## src/rtl/div_unit.sv

```systemverilog
// Multi-cycle radix-2 restoring divider for DIV/DIVU in the EX stage.
// Produces {remainder, quotient} after WIDTH iterations; abandoned immediately on annul.
module div_unit #(
    parameter int unsigned WIDTH = 32,
    parameter int unsigned CNT_W = 6
) (
    input  logic                 clk,
    input  logic                 rst,
    input  logic                 start_i,
    input  logic                 annul_i,
    input  logic                 signed_i,
    input  logic [WIDTH-1:0]     dividend_i,
    input  logic [WIDTH-1:0]     divisor_i,
    output logic [2*WIDTH-1:0]   result_o,
    output logic                 ready_o,
    output logic                 stallreq_o
);

    typedef enum logic [1:0] {StIdle, StByZero, StOn, StEnd} state_e;

    state_e               state_q, state_d;
    logic [WIDTH-1:0]     quot_q, quot_d;
    logic [WIDTH-1:0]     dsr_q, dsr_d;
    logic [WIDTH-1:0]     rem_q, rem_d;
    logic [CNT_W-1:0]     cnt_q, cnt_d;
    logic                 neg_quot_q, neg_quot_d;
    logic                 neg_rem_q, neg_rem_d;
    logic [2*WIDTH-1:0]   result_q, result_d;
    logic                 ready_q, ready_d;

    logic [WIDTH:0]       trial;
    logic [WIDTH-1:0]     rem_next;
    logic [WIDTH-1:0]     quot_next;
    logic                 last_iter;
    logic                 start_ok;
    logic                 dsr_zero;

    assign last_iter  = (cnt_q == CNT_W'(WIDTH - 1));
    assign start_ok   = start_i & ~annul_i;
    assign dsr_zero   = (divisor_i == '0);
    assign stallreq_o = start_i & ~ready_q & ~annul_i;
    assign result_o   = result_q;
    assign ready_o    = ready_q;

    // Shifted remainder needs WIDTH+1 bits; a set MSB of trial means the subtract went negative.
    always_comb begin
        trial     = {rem_q, quot_q[WIDTH-1]} - {1'b0, dsr_q};
        quot_next = {quot_q[WIDTH-2:0], ~trial[WIDTH]};
        if (trial[WIDTH]) begin
            rem_next = {rem_q[WIDTH-2:0], quot_q[WIDTH-1]};
        end else begin
            rem_next = trial[WIDTH-1:0];
        end
    end

    always_ff @(posedge clk or negedge rst) begin
        if (!rst) begin
            state_q <= StIdle;
        end else begin
            state_q <= state_d;
        end
    end

    always_comb begin
        state_d = state_q;
        unique case (state_q)
            StIdle: begin
                if (start_ok) begin
                    state_d = dsr_zero ? StByZero : StOn;
                end
            end
            StByZero: state_d = annul_i ? StIdle : StEnd;
            StOn: begin
                if (annul_i) begin
                    state_d = StIdle;
                end else if (last_iter) begin
                    state_d = StEnd;
                end
            end
            StEnd: begin
                if (annul_i || !start_i) begin
                    state_d = StIdle;
                end
            end
            default: state_d = StIdle;
        endcase
    end

    always_comb begin
        quot_d     = quot_q;
        dsr_d      = dsr_q;
        rem_d      = rem_q;
        cnt_d      = cnt_q;
        neg_quot_d = neg_quot_q;
        neg_rem_d  = neg_rem_q;
        result_d   = result_q;
        ready_d    = ready_q;
        unique case (state_q)
            StIdle: begin
                if (start_ok && !dsr_zero) begin
                    quot_d     = (signed_i && dividend_i[WIDTH-1]) ? -dividend_i : dividend_i;
                    dsr_d      = (signed_i && divisor_i[WIDTH-1]) ? -divisor_i : divisor_i;
                    rem_d      = '0;
                    cnt_d      = '0;
                    neg_quot_d = signed_i & (dividend_i[WIDTH-1] ^ divisor_i[WIDTH-1]);
                    neg_rem_d  = signed_i & dividend_i[WIDTH-1];
                end
            end
            StByZero: begin
                result_d = '0;
                ready_d  = ~annul_i;
            end
            StOn: begin
                if (annul_i) begin
                    result_d = '0;
                    ready_d  = 1'b0;
                end else begin
                    quot_d = quot_next;
                    rem_d  = rem_next;
                    cnt_d  = cnt_q + CNT_W'(1);
                    if (last_iter) begin
                        result_d = {neg_rem_q ? -rem_next : rem_next,
                                    neg_quot_q ? -quot_next : quot_next};
                        ready_d  = 1'b1;
                    end
                end
            end
            StEnd: begin
                if (annul_i || !start_i) begin
                    result_d = '0;
                    ready_d  = 1'b0;
                end
            end
            default: begin
                result_d = '0;
                ready_d  = 1'b0;
            end
        endcase
    end

    always_ff @(posedge clk or negedge rst) begin
        if (!rst) begin
            quot_q     <= '0;
            dsr_q      <= '0;
            rem_q      <= '0;
            cnt_q      <= '0;
            neg_quot_q <= 1'b0;
            neg_rem_q  <= 1'b0;
            result_q   <= '0;
            ready_q    <= 1'b0;
        end else begin
            quot_q     <= quot_d;
            dsr_q      <= dsr_d;
            rem_q      <= rem_d;
            cnt_q      <= cnt_d;
            neg_quot_q <= neg_quot_d;
            neg_rem_q  <= neg_rem_d;
            result_q   <= result_d;
            ready_q    <= ready_d;
        end
    end

endmodule
```

## config.mk

```make
export PLATFORM = sky130hd
export DESIGN_NAME = div_unit
export DESIGN_NICKNAME = d
export VERILOG_FILES = /design/src/rtl/div_unit.sv
export SDC_FILE = /design/constraint.sdc
export NUM_CORES = 1
export LEC_CHECK = 0
export CAP_MARGIN = 20
export CORE_MARGIN = 2
export CORE_UTILIZATION = 50
export CTS_BUF_LIST = sky130_fd_sc_hd__clkbuf_2 sky130_fd_sc_hd__clkbuf_4 sky130_fd_sc_hd__clkbuf_8
export DETAILED_ROUTE_END_ITERATION = 8
export HOLD_SLACK_MARGIN = 0.1
export PLACE_DENSITY = 0.79
export SKIP_CTS_REPAIR_TIMING = 1
export SKIP_LAST_GASP = 1
export SLEW_MARGIN = 20
export SYNTH_ARGS = -nofsm -noshare
export SYNTH_HDL_FRONTEND = slang
export SYNTH_SLANG_ARGS = --single-unit
export TNS_END_PERCENT = 100
```

## constraint.sdc

```tcl
create_clock -name clk -period 7.8 [get_ports clk]
set_clock_uncertainty 0.15 [all_clocks]
set_input_delay 0.78 -clock clk [delete_from_list [all_inputs] [get_ports clk]]
set_output_delay 0.78 -clock clk [all_outputs]
set_load 0.03 [all_outputs]
```

After elaboration in Yosys (flattened, before gate mapping). Cells that the tools add are included.

Flip-flop bits (word level): 171. Input port bits: 69. Output and inout port bits: 66.

Add/sub/neg operators: 6. Eq/ne operators: 9. Multiplexer cells: 29. Bitwise operators: 9. Reductions and logical operators: 14.

Operators with widths (count): $mux W32 (9); $mux W64 (3); $pmux W64 S3 (1); $neg A32 Y32 (4); $pmux W32 S2 (2); $sub A33 B32 Y33 (1); $logic_not A32 Y1 (1); $mux W2 (6); $mux W6 (2); $pmux W6 S2 (1); $reduce_and A3 Y1 (3); $ne A2 B2 Y1 const B (4); $pmux W2 S4 (1); $add A6 B1 Y6 const B (1); $eq A6 B5 Y1 const B (1); $and A1 B1 Y1 (5); $eq A2 B2 Y1 const B (2); $logic_and A1 B1 Y1 (3); $mux W1 (3); $ne A3 B3 Y1 const B (1); $not A1 Y1 (3); $pmux W1 S3 (1); $reduce_bool A3 Y1 (1); $eq A2 B1 Y1 const B (1); other kinds (6) (7).

Depth between registers and ports, before layout.
Depth after elaboration: 7. Mapped depth: 28. Depth with buffers taken out: 24.

Least setup slack after synthesis. No wires, ideal clock.

Path kind: register to register. Start point: register quot_q[31]. End point: register result_q[62] (netlist: result_o[62]). Arrival: 5638 ps. Data required time: 7517 ps. Slack: 1879 ps. Stages on the path, launching flop included: 28. Buffers on the path: 4. Clock period less this slack: 5921 ps. Cell sequence: dfrtp_1 -> inv_1 -> ha_1 -> inv_1 -> fa_1 -> nand3_1 -> a21oi_1 -> o31ai_2 -> a31o_2 -> and3_1 -> buf_4 -> nor2_8 -> inv_2 -> buf_2 -> buf_2 -> buf_1 -> o21ai_0 -> inv_1 -> ha_1 -> inv_1 -> or4_1 -> or4_1 -> nand2b_1 -> o41a_1 -> a2111o_1 -> o31ai_1 -> xor2_1 -> o21ai_0.

Cells in the longest elaborated chain, start to end: 7.

RTL lines: start: declaration (RTL line 22) `logic [WIDTH-1:0] quot_q, quot_d;`; start signal: assignment (RTL line 152) `quot_q <= quot_d;`; $sub A33 B32 Y33 (RTL line 47) `trial = {rem_q, quot_q[WIDTH-1]} - {1'b0, dsr_q};`; $mux W32 * (RTL line 49) `if (trial[WIDTH]) begin`; $neg A32 Y32 (RTL line 122) `result_d = {neg_rem_q ? -rem_next : rem_next,`; $mux W32 * (RTL line 122); $mux W64 * (RTL line 121) `if (last_iter) begin`; $mux W64 * (RTL line 114) `if (annul_i) begin`; $pmux W64 S3 * (RTL line 98) `unique case (state_q)`; end signal: assignment (RTL line 158) `result_q <= result_d;`; end: declaration (RTL line 28) `logic [2*WIDTH-1:0] result_q, result_d;`.

Mark *: on every way between the ends. The rest lies on a longest branch, timed or not. The select of a mux whose other input is x is not followed. A chain may end at the register's enable or synchronous reset.

Final worst setup path. Ends and elaborated chain as after synthesis.

==> key figures <==
Outcome
  • Outcome: complete, no violations

Yosys
  • Average instance area after synthesis: around 8.2 um^2
  • Ys async rst share: 100%
  • Number of synthesized flops with an enable pin: 0
  • Sequential share of the synthesized area: 35.4%
  • Synthesized cell area: 12100 um^2
  • Mapped Cells: ~1500
  • FF+latch count, synth: approximately 170
  • Syn Nets: 1586
  • Unique masters post-synth: 73
  • Synth warnings: 0
  • Ys flop type: dfrtp_1

Layout
  • Area grow syn2layout: 16.0%
  • Nets@finish: 1669
  • Fill cell count: ~2100
  • Layout cells sized above 1: 5.15%
  • Finished Layout Cells: 1891
  • Multi-input logic area: 7300 um^2
  • Seq. cell area: roughly 4300 um^2
  • Final Instance Area: 14000 um^2
  • Number of diodes: 0

Global routing
  • Vias in the first global route: 10800
  • Tot GR Track Use: 28.1%
  • Initial antenna violation count: 0
  • Congestion Overflow GR: 0
  • Largest net degree at the start of global routing: 71
  • First-pass GRT wire length: 57900 um

Timing
  • Hold Vio Cnt, Final: 0
  • Max Slew Vio Count: 0
  • Unrepaired setup endpoints after global routing: no
  • Setup TNS: 0 ns
  • Max Fclk: 161 MHz
  • Final setup viols: 0
  • Final period util: 79.6%
  • Slew margin rel.: 28.3%
  • Worst slew pin tran: 1.08 ns
  • Fin crit period: 6.21 ns
  • Setup slack after layout: 1.59 ns

Detailed routing
  • Via count: 11400
  • DRC Markers: 0
  • Vias per cell: 6.04
  • DRT Wirelength: approximately 36000 um
  • Routed Antenna Nets: 0
  • Drt wl/cell: 19.0 um
  • DRT Pass-1 Iters: 6
  • 1st-iter DRT viols: 1075

Power
  • PD cells: 447 nW/um^2
  • Maximum vdd drop: 0.345 mV
  • Leakage: approximately 6 nW

Clock tree
  • Max clock buf depth: 2
  • H-tree Lvls: 4
  • Sinks on Clock Net: 171
  • CTS Buf Count: 17
  • Clk pin slew, worst setup/hold paths: around 0.11 ns
  • TritonCTS clock tree: built
  • Root Buffer: clkbuf_8
  • Worst skew pair latency: 0.48 ns

Setup path
  • Worst reg2reg setup slack: 1.59 ns
  • Crit end category: flop
  • Arrival time at the worst endpoint: 6.41 ns
  • Data required time of the worst path: 8.00 ns
  • Critical path class: flop to flop
  • CP Launch Type: flop
  • Worst-path fanout max: 9

Die
  • Row count: 56
  • I/O Pins: 135
  • DIE AREA: between 20000 and 30000 um^2
  • Core Area: 23600 um^2
  • Die Wd: 160 um
  • Chip height: 160 um
  • Initial core utilization: 51.3%

Place
  • GP Congestion: 0.942
  • IO buf count: 134
  • Setup WS pre-CTS: 1.72 ns
  • Area after DPL: 13600 um^2
  • Post-placement cell count: 1859
  • Dpl hpwl: 27300 um

Min path
  • Hold Crit Class: input pin to async pin

Flow run
  • MaxCap Viol Count: 0
-- kinds of logic after synthesis --
kind of cell	Yosys count	share of synthesized area (%)
and+or+nand+nor	527	20.7
buffers and inverters	135	4.40
xor gates and xnor gates	147	10.6
DFF	171	35.4
muxes	34	2.88
AOI/OAI and AO/OA	421	21.8
adders and majority gates	41	4.30
-- power breakdown --
part           switching [mW]  total [mW]  leakage [nW]  internal (mW)
Combinational            2.51        3.98          3.43           1.47
Clock                   0.392       0.696         0.217          0.304
Sequential              0.362        1.60          2.18           1.24
-- state kept, by name, indices dropped and copies added, names as in the netlist --
| signal | cells |
|---|---|
| result_o | 64 |
| rem_q | 32 |
| state_q | 2 |
| neg_quot_q | 1 |
| ready_o | 1 |
| neg_rem_q | 1 |
| cnt_q | 6 |
| quot_q | 32 |
| dsr_q | 32 |
-- cell usage in the layout, fill, tap and decap left out, types with 6 or more instances in the layout --
cell type        netlist  final
a211oi_1               8      8
or3_1                 19     19
nand2_1              210    210
clkdlybuf4s50_1        0    133
mux2_2                 7      7
nand2b_1              11     11
a221o_1               29     29
dfrtp_1              171    171
a22o_1                10     10
nand3_1               19     19
o41ai_1               10     10
buf_4                  2     11
clkbuf_8               0     17
xor2_1                79     79
o21ai_1                6      6
xnor2_1               68     68
nor2_1               108    108
mux2i_1               27     27
or2_2                 12     11
or4_1                 17     17
nor4_1                12     12
o21ai_0              165    165
a21oi_1              111    110
and3_1                12     12
and2_1                 8      8
inv_1                 53     53
ha_1                  40     40
a21o_1                11     11
o31ai_1               25     25
nor3_1                62     62
nand4_1               10     10
-- cells in the mapped netlist, types with 12 or more instances --
cell type / n / share of area [%]
o21ai_0: 165 / 6.8
clkbuf_1: 53 / 1.6
a21oi_1: 111 / 4.6
nand3_1: 19 / 0.79
buf_2: 15 / 0.62
nor2_1: 108 / 3.3
ha_1: 40 / 4.1
xnor2_1: 68 / 4.9
nor4_1: 12 / 0.62
xor2_1: 79 / 5.7
or3_1: 19 / 0.98
nor3_1: 62 / 2.6
nand2_1: 210 / 6.5
a221o_1: 29 / 2.4
dfrtp_1: 171 / 35
or2_2: 12 / 0.62
or4_1: 17 / 1.1
o31ai_1: 25 / 1.6
and3_1: 12 / 0.62
inv_1: 53 / 1.6
mux2i_1: 27 / 2.2
-- layout make-up --
cell class / count / share of cell area [%]
Multi-Input combinational cell: 1170 / 52.0
Sequential cell: 171 / 30.5
Timing Repair Buffer: 145 / 10.2
Tap cell: 319 / 2.84
Clock buffer: 17 / 1.67
Inverter: 54 / 1.44
Clock inverter: 15 / 1.40
-- routing by layer --
metal  track usage [%]  part of all wire (%)  vias to the layer above
met3              4.14                   6.5                       61
met5                 0                     0                        -
met4              7.81                   2.3                        0
met2              44.7                    46                      452
met1              39.9                    45                     5490
li1                  -                     -                     5422
-- worst paths after layout --
path,from,endpoint,cells past startpoint
max in group asynchronous,rst,dsr_q[28],2
hold / removal,rst,dsr_q[25],1
hold reg to reg,result_o[51],result_o[51],2
setup reg to reg,quot_q[31],result_o[62],22
min in group clk,result_o[51],result_o[51],2
setup / recovery,quot_q[31],result_o[62],22
-- worst max-delay path, cell delays in order, from the launching register on --
cell      delay [ns]
dfrtp_1         0.42
inv_1           0.10
ha_1            0.16
inv_1           0.05
fa_1            0.42
nand3_1         0.11
a21oi_1         0.11
o31ai_2         0.44
a31o_2          0.26
and3_1          0.48
nor2_8          0.04
inv_2           0.13
mux2i_1         0.29
ha_1            0.22
inv_1           0.07
or4_1           0.54
or4_1           0.56
nand2b_1        0.21
o41a_1          0.46
a2111o_1        0.36
o31ai_1         0.25
xor2_1          0.17
o21ai_0         0.09
-- per-stage QoR --
stage | power (mW) | hold WS [ns] | utilization [%]
detailed placement | 5.52 | 0.321 | 57.6
CTS | 6.22 | 0.150 | 59.4
global placement | 5.45 | 0.312 | 57.6
global route | 6.72 | 0.180 | 59.4
finish | 6.28 | 0.134 | 59.4
floorplan | 4.36 | 0.300 | -
(Power assumes the default switching activity.)
